$ cat config.mk
export PLATFORM = sky130hd
export DESIGN_NAME = dec_ram_pingpong_ctrl_flat
export DESIGN_NICKNAME = d
export VERILOG_FILES = /design/src/rtl/dec_ram_pingpong_ctrl_if.sv /design/src/rtl/dec_ram_pingpong_ctrl.sv /design/src/flat_wrapper.sv
export SDC_FILE = /design/constraint.sdc
export NUM_CORES = 1
export LEC_CHECK = 0
export ABC_AREA = 1
export CAP_MARGIN = 20
export CELL_PAD_IN_SITES_DETAIL_PLACEMENT = 1
export CELL_PAD_IN_SITES_GLOBAL_PLACEMENT = 2
export CORE_ASPECT_RATIO = 1.75
export CORE_MARGIN = 4
export CORE_UTILIZATION = 35
export DETAILED_ROUTE_END_ITERATION = 7
export DONT_BUFFER_PORTS = 1
export PLACE_DENSITY_LB_ADDON = 0.1
export SKIP_LAST_GASP = 1
export SYNTH_ARGS = -nofsm -noshare
export SYNTH_HDL_FRONTEND = slang
export SYNTH_SLANG_ARGS = --single-unit
$ cat constraint.sdc
create_clock -name clk -period 5.78 [get_ports clk]
set_input_delay 1.156 -clock clk [delete_from_list [all_inputs] [get_ports clk]]
set_output_delay 1.156 -clock clk [all_outputs]
set_load 0.02 [all_outputs]
$ cat src/rtl/dec_ram_pingpong_ctrl_if.sv
// Decoder write port and output stream handshake for the hard-decision ping-pong controller.
interface dec_ram_pingpong_ctrl_if #(
  parameter int DATA_WIDTH = 1,
  parameter int ADDR_WIDTH = 8
);
  logic                  wr_valid;
  logic                  wr_ready;
  logic [ADDR_WIDTH-1:0] wr_addr;
  logic [DATA_WIDTH-1:0] wr_data;
  logic                  wr_last;
  logic                  out_valid;
  logic                  out_ready;
  logic [DATA_WIDTH-1:0] out_data;
  logic                  out_last;

  modport master (
    output wr_valid, wr_addr, wr_data, wr_last, out_ready,
    input  wr_ready, out_valid, out_data, out_last
  );

  modport slave (
    input  wr_valid, wr_addr, wr_data, wr_last, out_ready,
    output wr_ready, out_valid, out_data, out_last
  );
endinterface

$ cat src/rtl/dec_ram_pingpong_ctrl.sv
// Two-bank ping-pong controller for the hard-decision RAM: decoder fills one bank
// while the other, already committed, is streamed out through a 2-entry skid FIFO.
module dec_ram_pingpong_ctrl #(
  parameter int DATA_WIDTH = 1,
  parameter int ADDR_WIDTH = 8,
  parameter int CW_LEN     = 256
) (
  input  logic                  clk,
  input  logic                  reset,
  dec_ram_pingpong_ctrl_if.slave bus,
  output logic [ADDR_WIDTH-1:0] ram_address  [0:1],
  output logic [DATA_WIDTH-1:0] ram_data_in  [0:1],
  output logic                  ram_we       [0:1],
  output logic                  ram_cs       [0:1],
  input  logic [DATA_WIDTH-1:0] ram_data_out [0:1],
  output logic [1:0]            bank_full,
  output logic                  wr_err
);

  localparam logic [ADDR_WIDTH:0]   CW_LEN_X  = (ADDR_WIDTH+1)'(CW_LEN);
  localparam logic [ADDR_WIDTH-1:0] LAST_ADDR = ADDR_WIDTH'(CW_LEN - 1);

  typedef enum logic [1:0] {IDLE, ISSUE, DRAIN} rd_state_t;

  rd_state_t             state, state_nxt;
  logic [1:0]            full;
  logic                  wsel, rsel;
  logic [ADDR_WIDTH-1:0] rd_cnt;
  logic                  rd_vld_p1, rd_last_p1;
  logic [DATA_WIDTH-1:0] fifo_data [0:1];
  logic                  fifo_last [0:1];
  logic                  fifo_wp, fifo_rp;
  logic [1:0]            fifo_cnt;

  logic                  wr_hs, wr_addr_ok, wr_en, pop;
  logic [2:0]            pend;
  logic                  rd_issue, rd_done;

  assign bus.wr_ready  = !full[wsel];
  assign wr_hs         = bus.wr_valid && bus.wr_ready;
  assign wr_addr_ok    = {1'b0, bus.wr_addr} < CW_LEN_X;
  assign wr_en         = wr_hs && wr_addr_ok;

  assign bus.out_valid = (fifo_cnt != 2'd0);
  assign bus.out_data  = bus.out_valid ? fifo_data[fifo_rp] : '0;
  assign bus.out_last  = bus.out_valid && fifo_last[fifo_rp];
  assign pop           = bus.out_valid && bus.out_ready;
  assign bank_full     = full;

  // Words already buffered or on their way, net of the beat leaving this cycle.
  assign pend = 3'(fifo_cnt) + 3'(rd_vld_p1) - 3'(pop);

  always_ff @(posedge clk) begin
    if (reset) state <= IDLE;
    else       state <= state_nxt;
  end

  always_comb begin
    state_nxt = state;
    case (state)
      IDLE:    if (full[rsel]) state_nxt = ISSUE;
      ISSUE:   if (rd_issue && rd_cnt == LAST_ADDR) state_nxt = DRAIN;
      DRAIN:   if (rd_done) state_nxt = IDLE;
      default: state_nxt = IDLE;
    endcase
  end

  always_comb begin
    rd_issue = (state == ISSUE) && (pend < 3'd2);
    rd_done  = (state == DRAIN) && pop && fifo_last[fifo_rp];
  end

  always_ff @(posedge clk) begin
    if (reset) begin
      full      <= '0;
      wsel      <= 1'b0;
      rsel      <= 1'b0;
      rd_cnt    <= '0;
      rd_vld_p1 <= 1'b0;
      fifo_wp   <= 1'b0;
      fifo_rp   <= 1'b0;
      fifo_cnt  <= 2'd0;
      wr_err    <= 1'b0;
    end else begin
      // A commit still happens on an out-of-range last write; only the RAM access is dropped.
      if (wr_hs && bus.wr_last) begin
        full[wsel] <= 1'b1;
        wsel       <= ~wsel;
      end
      if (rd_done) begin
        full[rsel] <= 1'b0;
        rsel       <= ~rsel;
      end
      if ((bus.wr_valid && !bus.wr_ready) || (wr_hs && !wr_addr_ok))
        wr_err <= 1'b1;

      if (state == IDLE)  rd_cnt <= '0;
      else if (rd_issue)  rd_cnt <= rd_cnt + 1'b1;

      rd_vld_p1 <= rd_issue;
      if (rd_vld_p1) fifo_wp <= ~fifo_wp;
      if (pop)       fifo_rp <= ~fifo_rp;
      fifo_cnt <= fifo_cnt + 2'(rd_vld_p1) - 2'(pop);
    end
  end

  // p0 -> p1: read issued to the RAM; p1 -> FIFO: RAM data captured with its last tag.
  always_ff @(posedge clk) begin
    if (rd_issue) rd_last_p1 <= (rd_cnt == LAST_ADDR);
    if (rd_vld_p1) begin
      fifo_data[fifo_wp] <= ram_data_out[rsel];
      fifo_last[fifo_wp] <= rd_last_p1;
    end
  end

  always_comb begin
    for (int b = 0; b < 2; b++) begin
      ram_address[b] = '0;
      ram_data_in[b] = '0;
      ram_we[b]      = 1'b0;
      ram_cs[b]      = 1'b0;
      if (wr_en && wsel == 1'(b)) begin
        ram_cs[b]      = 1'b1;
        ram_we[b]      = 1'b1;
        ram_address[b] = bus.wr_addr;
        ram_data_in[b] = bus.wr_data;
      end else if (rd_issue && rsel == 1'(b)) begin
        ram_cs[b]      = 1'b1;
        ram_address[b] = rd_cnt;
      end
    end
  end

endmodule

$ cat src/flat_wrapper.sv
// flat-port wrapper written by rule: the top's interface ports become plain ports
module dec_ram_pingpong_ctrl_flat 
#(
  parameter int DATA_WIDTH = 1,
  parameter int ADDR_WIDTH = 8,
  parameter int CW_LEN     = 256
)
  (clk, reset, ram_address, ram_data_in, ram_we, ram_cs, ram_data_out, bank_full, wr_err, bus_wr_valid, bus_wr_addr, bus_wr_data, bus_wr_last, bus_out_ready, bus_wr_ready, bus_out_valid, bus_out_data, bus_out_last);
  dec_ram_pingpong_ctrl_if #(.DATA_WIDTH(DATA_WIDTH), .ADDR_WIDTH(ADDR_WIDTH)) bus_i ();
  input  logic clk;
  input  logic reset;
  output logic [ADDR_WIDTH-1:0] ram_address[0:1];
  output logic [DATA_WIDTH-1:0] ram_data_in[0:1];
  output logic ram_we[0:1];
  output logic ram_cs[0:1];
  input  logic [DATA_WIDTH-1:0] ram_data_out[0:1];
  output logic [1:0] bank_full;
  output logic wr_err;
  input wire logic [$bits(bus_i.wr_valid)-1:0] bus_wr_valid;
  input wire logic [$bits(bus_i.wr_addr)-1:0] bus_wr_addr;
  input wire logic [$bits(bus_i.wr_data)-1:0] bus_wr_data;
  input wire logic [$bits(bus_i.wr_last)-1:0] bus_wr_last;
  input wire logic [$bits(bus_i.out_ready)-1:0] bus_out_ready;
  output wire logic [$bits(bus_i.wr_ready)-1:0] bus_wr_ready;
  output wire logic [$bits(bus_i.out_valid)-1:0] bus_out_valid;
  output wire logic [$bits(bus_i.out_data)-1:0] bus_out_data;
  output wire logic [$bits(bus_i.out_last)-1:0] bus_out_last;
  assign bus_i.wr_valid = bus_wr_valid;
  assign bus_i.wr_addr = bus_wr_addr;
  assign bus_i.wr_data = bus_wr_data;
  assign bus_i.wr_last = bus_wr_last;
  assign bus_i.out_ready = bus_out_ready;
  assign bus_wr_ready = bus_i.wr_ready;
  assign bus_out_valid = bus_i.out_valid;
  assign bus_out_data = bus_i.out_data;
  assign bus_out_last = bus_i.out_last;
  dec_ram_pingpong_ctrl #(.DATA_WIDTH(DATA_WIDTH), .ADDR_WIDTH(ADDR_WIDTH), .CW_LEN(CW_LEN)) u_core (.clk(clk), .reset(reset), .bus(bus_i), .ram_address(ram_address), .ram_data_in(ram_data_in), .ram_we(ram_we), .ram_cs(ram_cs), .ram_data_out(ram_data_out), .bank_full(bank_full), .wr_err(wr_err));
endmodule
Word-level counts from Yosys, hierarchy flattened
Memories as Yosys holds them, arrays and structs flattened. A register that Yosys moved wholly into a read port is not among the register bits.
Cells that the tools add are included.

storage, ports and cells
  register bits = 21
  bits in writable memories = 4
  input bits = 16
  output and inout bits = 29
  word-level logic and storage cells = 95
  memories kept = 2

memory list
  memory            depth  width  rd ports  clocked after Yosys merged registers in  wr ports  RTL line                     text
  u_core.fifo_data  2      1      1         1                                        1         dec_ram_pingpong_ctrl.sv:30  logic [DATA_WIDTH-1:0] fifo_data [0:1];
  u_core.fifo_last  2      1      1         1                                        1         dec_ram_pingpong_ctrl.sv:31  logic fifo_last [0:1];

cells by class
  $add $sub $neg = 5
  order comparisons = 6
  eq/ne operators = 6
  multiplexer cells = 37
  bitwise operators = 8
  reductions and logical operators = 20

operator list
  kind                   count
  $mux W8                4
  $mux W1                24
  $logic_and A1 B1 Y1    15
  $mux W2                6
  $add A8 B1 Y8 const B  1
  $eq A8 B8 Y1 const B   1
  $ne A2 B1 Y1 const B   3
  $pmux W2 S3            1
  $lt A1 B2 Y1 const B   2
  $not A1 Y1             4
  $add A2 B1 Y3          1
  $lt A3 B2 Y1 const B   1
  $reduce_and A3 Y1      1
  $sub A3 B1 Y3          1
  $add A2 B1 Y2          1
  $and A2 B2 Y2          1
  $demux W1 S1           2
  $eq A2 B1 Y1 const B   1
  $eq A2 B2 Y1 const B   1
  $ge A1 B1 Y1 const B   2
  $ge A2 B2 Y1 const B   1
  $logic_not A2 Y1       1
  $not A1 Y2             1
  $not A2 Y2             1
  5 further kinds        5

Longest topological paths before layout
  word-level depth = 9
  depth in mapped cells = 15
  gate-level depth less buffers = 14

Least setup slack after synthesis
No wires, ideal clock.

  path kind = input to output
  start = input bus_out_ready
  end = output ram_cs[0] in the netlist's numbering
  data arrival time = 3.181 ns
  data required time = 4.624 ns
  path slack = 1.443 ns
  stages = 12
  path buffers = 1
  path through = inv_1 > nor2_4 > ha_1 > inv_1 > ha_1 > fa_1 > inv_1 > nand3_2 > clkinv_2 > nand2_4 > buf_12 > o21ai_0

RTL lines
  element          RTL line            text
  start, declared  flat_wrapper.sv:23  input wire logic [$bits(bus_i.out_ready)-1:0] bus_out_ready;
  end, declared    flat_wrapper.sv:15  output logic ram_cs[0:1];

==> out/metrics.yaml <==
status: "completed"
slew_headroom_pct: 55.4
numCtsBuffers: 3
fin_skew_ps: 6.20
p_per_area_nw_per_um2: 306
cts_htree_levels: 1
core_area_sq_um: 4230
synth_area_leader_cell: "dfxtp_1"
portBuffers: 0
leakage_nw: 0.723
final_cell_mix: "73 x nand2_1, 28 x inv_1, 27 x nor2_1"
grt_max_degree: 15
die_y_um: 96.4
crit_required_ps: 4620
max_stage_delay_ps: 570
clk_latency_ps: 270
mostFrequentLayoutCell: "nand2_1"
total_power_mw: 0.499
ys_ff_latch: 26
ys_seq_area_share_pct: 36.5
vias_per_cell: 5.15
post_cts_buffers: 0
rows: 31
cp_cell_sequence: "inv_1 > nor2_4 > ha_1 > inv_1 > ha_1 > fa_1 > inv_1 > nand3_2 > clkinv_2 > nand2_4 > o21ai_0"
rsz0062_at_grt: "no"
first_pass_iters: 4
cts_hold_buf: 0
ant_nets: 0
drcViolationCount: 0
yosys_warnings: 0
drt_iter0_drc: 42
die_w_um: 58.5
synth_top_area_share_pct: 26.9
crit_type: "in2out"
syn_inst: 230
syn_avg_cell_area_sq_um: 6.80
n_antenna_cell: 0
drive_above_1_share_pct: 7.83
worst_hold_path_type: "reg2reg"
cts_resized: 0
antenna_found_initial: 0
grt_pass1_wl_mm: 6.89
timing.hold.ws_ps: 461
place.gp.congestion: 0.807
detail_route.wl_per_cell_um: 14.8
drv_slew: 0
fin_util_pct: 38.7
cap_violations: 0
arrival_ps: 3280
tightest_slew_ps: 662
period_minus_slack_ps: 4430
cp_common_cell: "inv_1"
multi_input_area_sq_um: 832
finalSetupTns_ps: 0
max_freq_mhz: 226
final_nets: 251
cts_tree: "yes"
critPathMaxFanout: 11
fin_area_sq_um: 1630
vdd_drop_max_mv: 0.151
setup_viol: 0
fillers: 576
grt_overflow: 0
grt_pass1_vias: 1485
syn-cell-area_sq_um: 1560
syn-num-nets: 250
regArea_sq_um: 571
critical-path-slowest-cell: "o21ai_0"
hold_viol: 0
post_dp_cell_area_sq_um: 1590
ios: 45
vias: 1436
synthTopCellsByArea: "dfxtp_1 27%, nand2_1 18%, edfxtp_1 9.6%"
critPathLaunchType: "primary input"
cp-end-kind: "output port"
grt.total_usage_pct: 16.0
clockRootBuffer: "clkbuf_8"
routed_wl_mm: 4.12
timing.final.crit_share_pct: 76.7
synth-edff-count: 5
cts_max_path_buffers: 2
synth.distinct_cells: 29
cts.sinks: 26
synth_flop_cell: "dfxtp_1"
syn2layout_area_growth_pct: 4.48
die_area_sq_um: 5640
initial_core_util_pct: 37.0
dpl.hpwl_mm: 3.42
synthArstFlopShare_pct: 0
clkTransAtPathRegs_ps: 90
[logic make-up (layout without fill, tap and decap cells)]
logic type | count (synthesis) | in the layout | synth area share (%)
simple gates | 140 | 140 | 41.4
flops | 26 | 26 | 36.5
xor+xnor | 1 | 1 | 0.560
compound gates | 23 | 23 | 7.52
fa+ha+maj | 4 | 4 | 3.68
buf+inv | 36 | 36 | 10.3
[per-layer routing]
layer  routed length (um)  share of wire (%)  global-route usage [%]
met2                 2480                 60                    32.6
met3                  114                2.8                    1.73
met5                    0                  0                       0
met4                   57                1.4                    5.22
met1                 1470                 36                    16.1
[final cells by class]
class	count	area share [%]
clock buffer	4	2.76
inverter	31	7.20
multi-input combinational	168	50.9
sequential	26	34.9
tap	49	3.75
timing repair buffer	1	0.459
[final timing paths]
kind	startpoint	to	slack (ps)	cells after the start
max	bus_out_ready	ram_cs[1]	1350	11
min	u_core.rd_last_p1$_DFFE_PN_	u_core.fifo_last[0]$_DFFE_PP_	460	0
max reg2reg	u_core.fifo_cnt[1]$_SDFF_PP0_	u_core.rd_cnt[6]$_SDFFE_PP0N_	3280	14
min reg2reg	u_core.rd_last_p1$_DFFE_PN_	u_core.fifo_last[0]$_DFFE_PP_	460	0
[state kept, by name, indices dropped and copies added, names as in the netlist, named ones only]
register / cells
u_core.rd_last_p1: 1
u_core.fifo_data: 2
u_core.bank_full: 2
u_core.fifo_last: 2
u_core.fifo_rp: 1
u_core.fifo_wp: 1
u_core.wr_err: 1
u_core.rsel: 1
u_core.rd_vld_p1: 1
u_core.wsel: 1
u_core.rd_cnt: 8
u_core.fifo_cnt: 2
u_core.state: 2
[power by group]
group          leakage, nW  total (mW)  internal [mW]  switching [mW]
sequential           0.216       0.217          0.202          0.0150
combinational        0.485       0.175         0.0445           0.131
clock               0.0228       0.108         0.0494          0.0584
total                0.723       0.499          0.296           0.204
[critical path, delay by kind of cell]
family	cells	cell delay (ps)
adder cells (fa/ha/maj)	3	950
AO/OA/AOI/OAI	1	570
AND/OR/NAND/NOR	3	310
buffers and inverters	4	300
[synthesized netlist by cell type, types with 3 or more instances]
cell,n
edfxtp_1,5
nand3_1,21
nor2_1,27
a21oi_1,15
nor3_1,3
dfxtp_1,21
ha_1,3
inv_1,28
nor2_4,4
o21ai_0,7
nand2_1,73
[per-stage QoR]
stage,setup slack [ps],cells
2_1_floorplan,1440,230
3_3_place_gp,1370,275
3_5_place_dp,1300,275
4_1_cts,1300,279
5_1_grt,1150,279
6_report,1350,279
No activity file was read; power rests on OpenSTA's default activity.
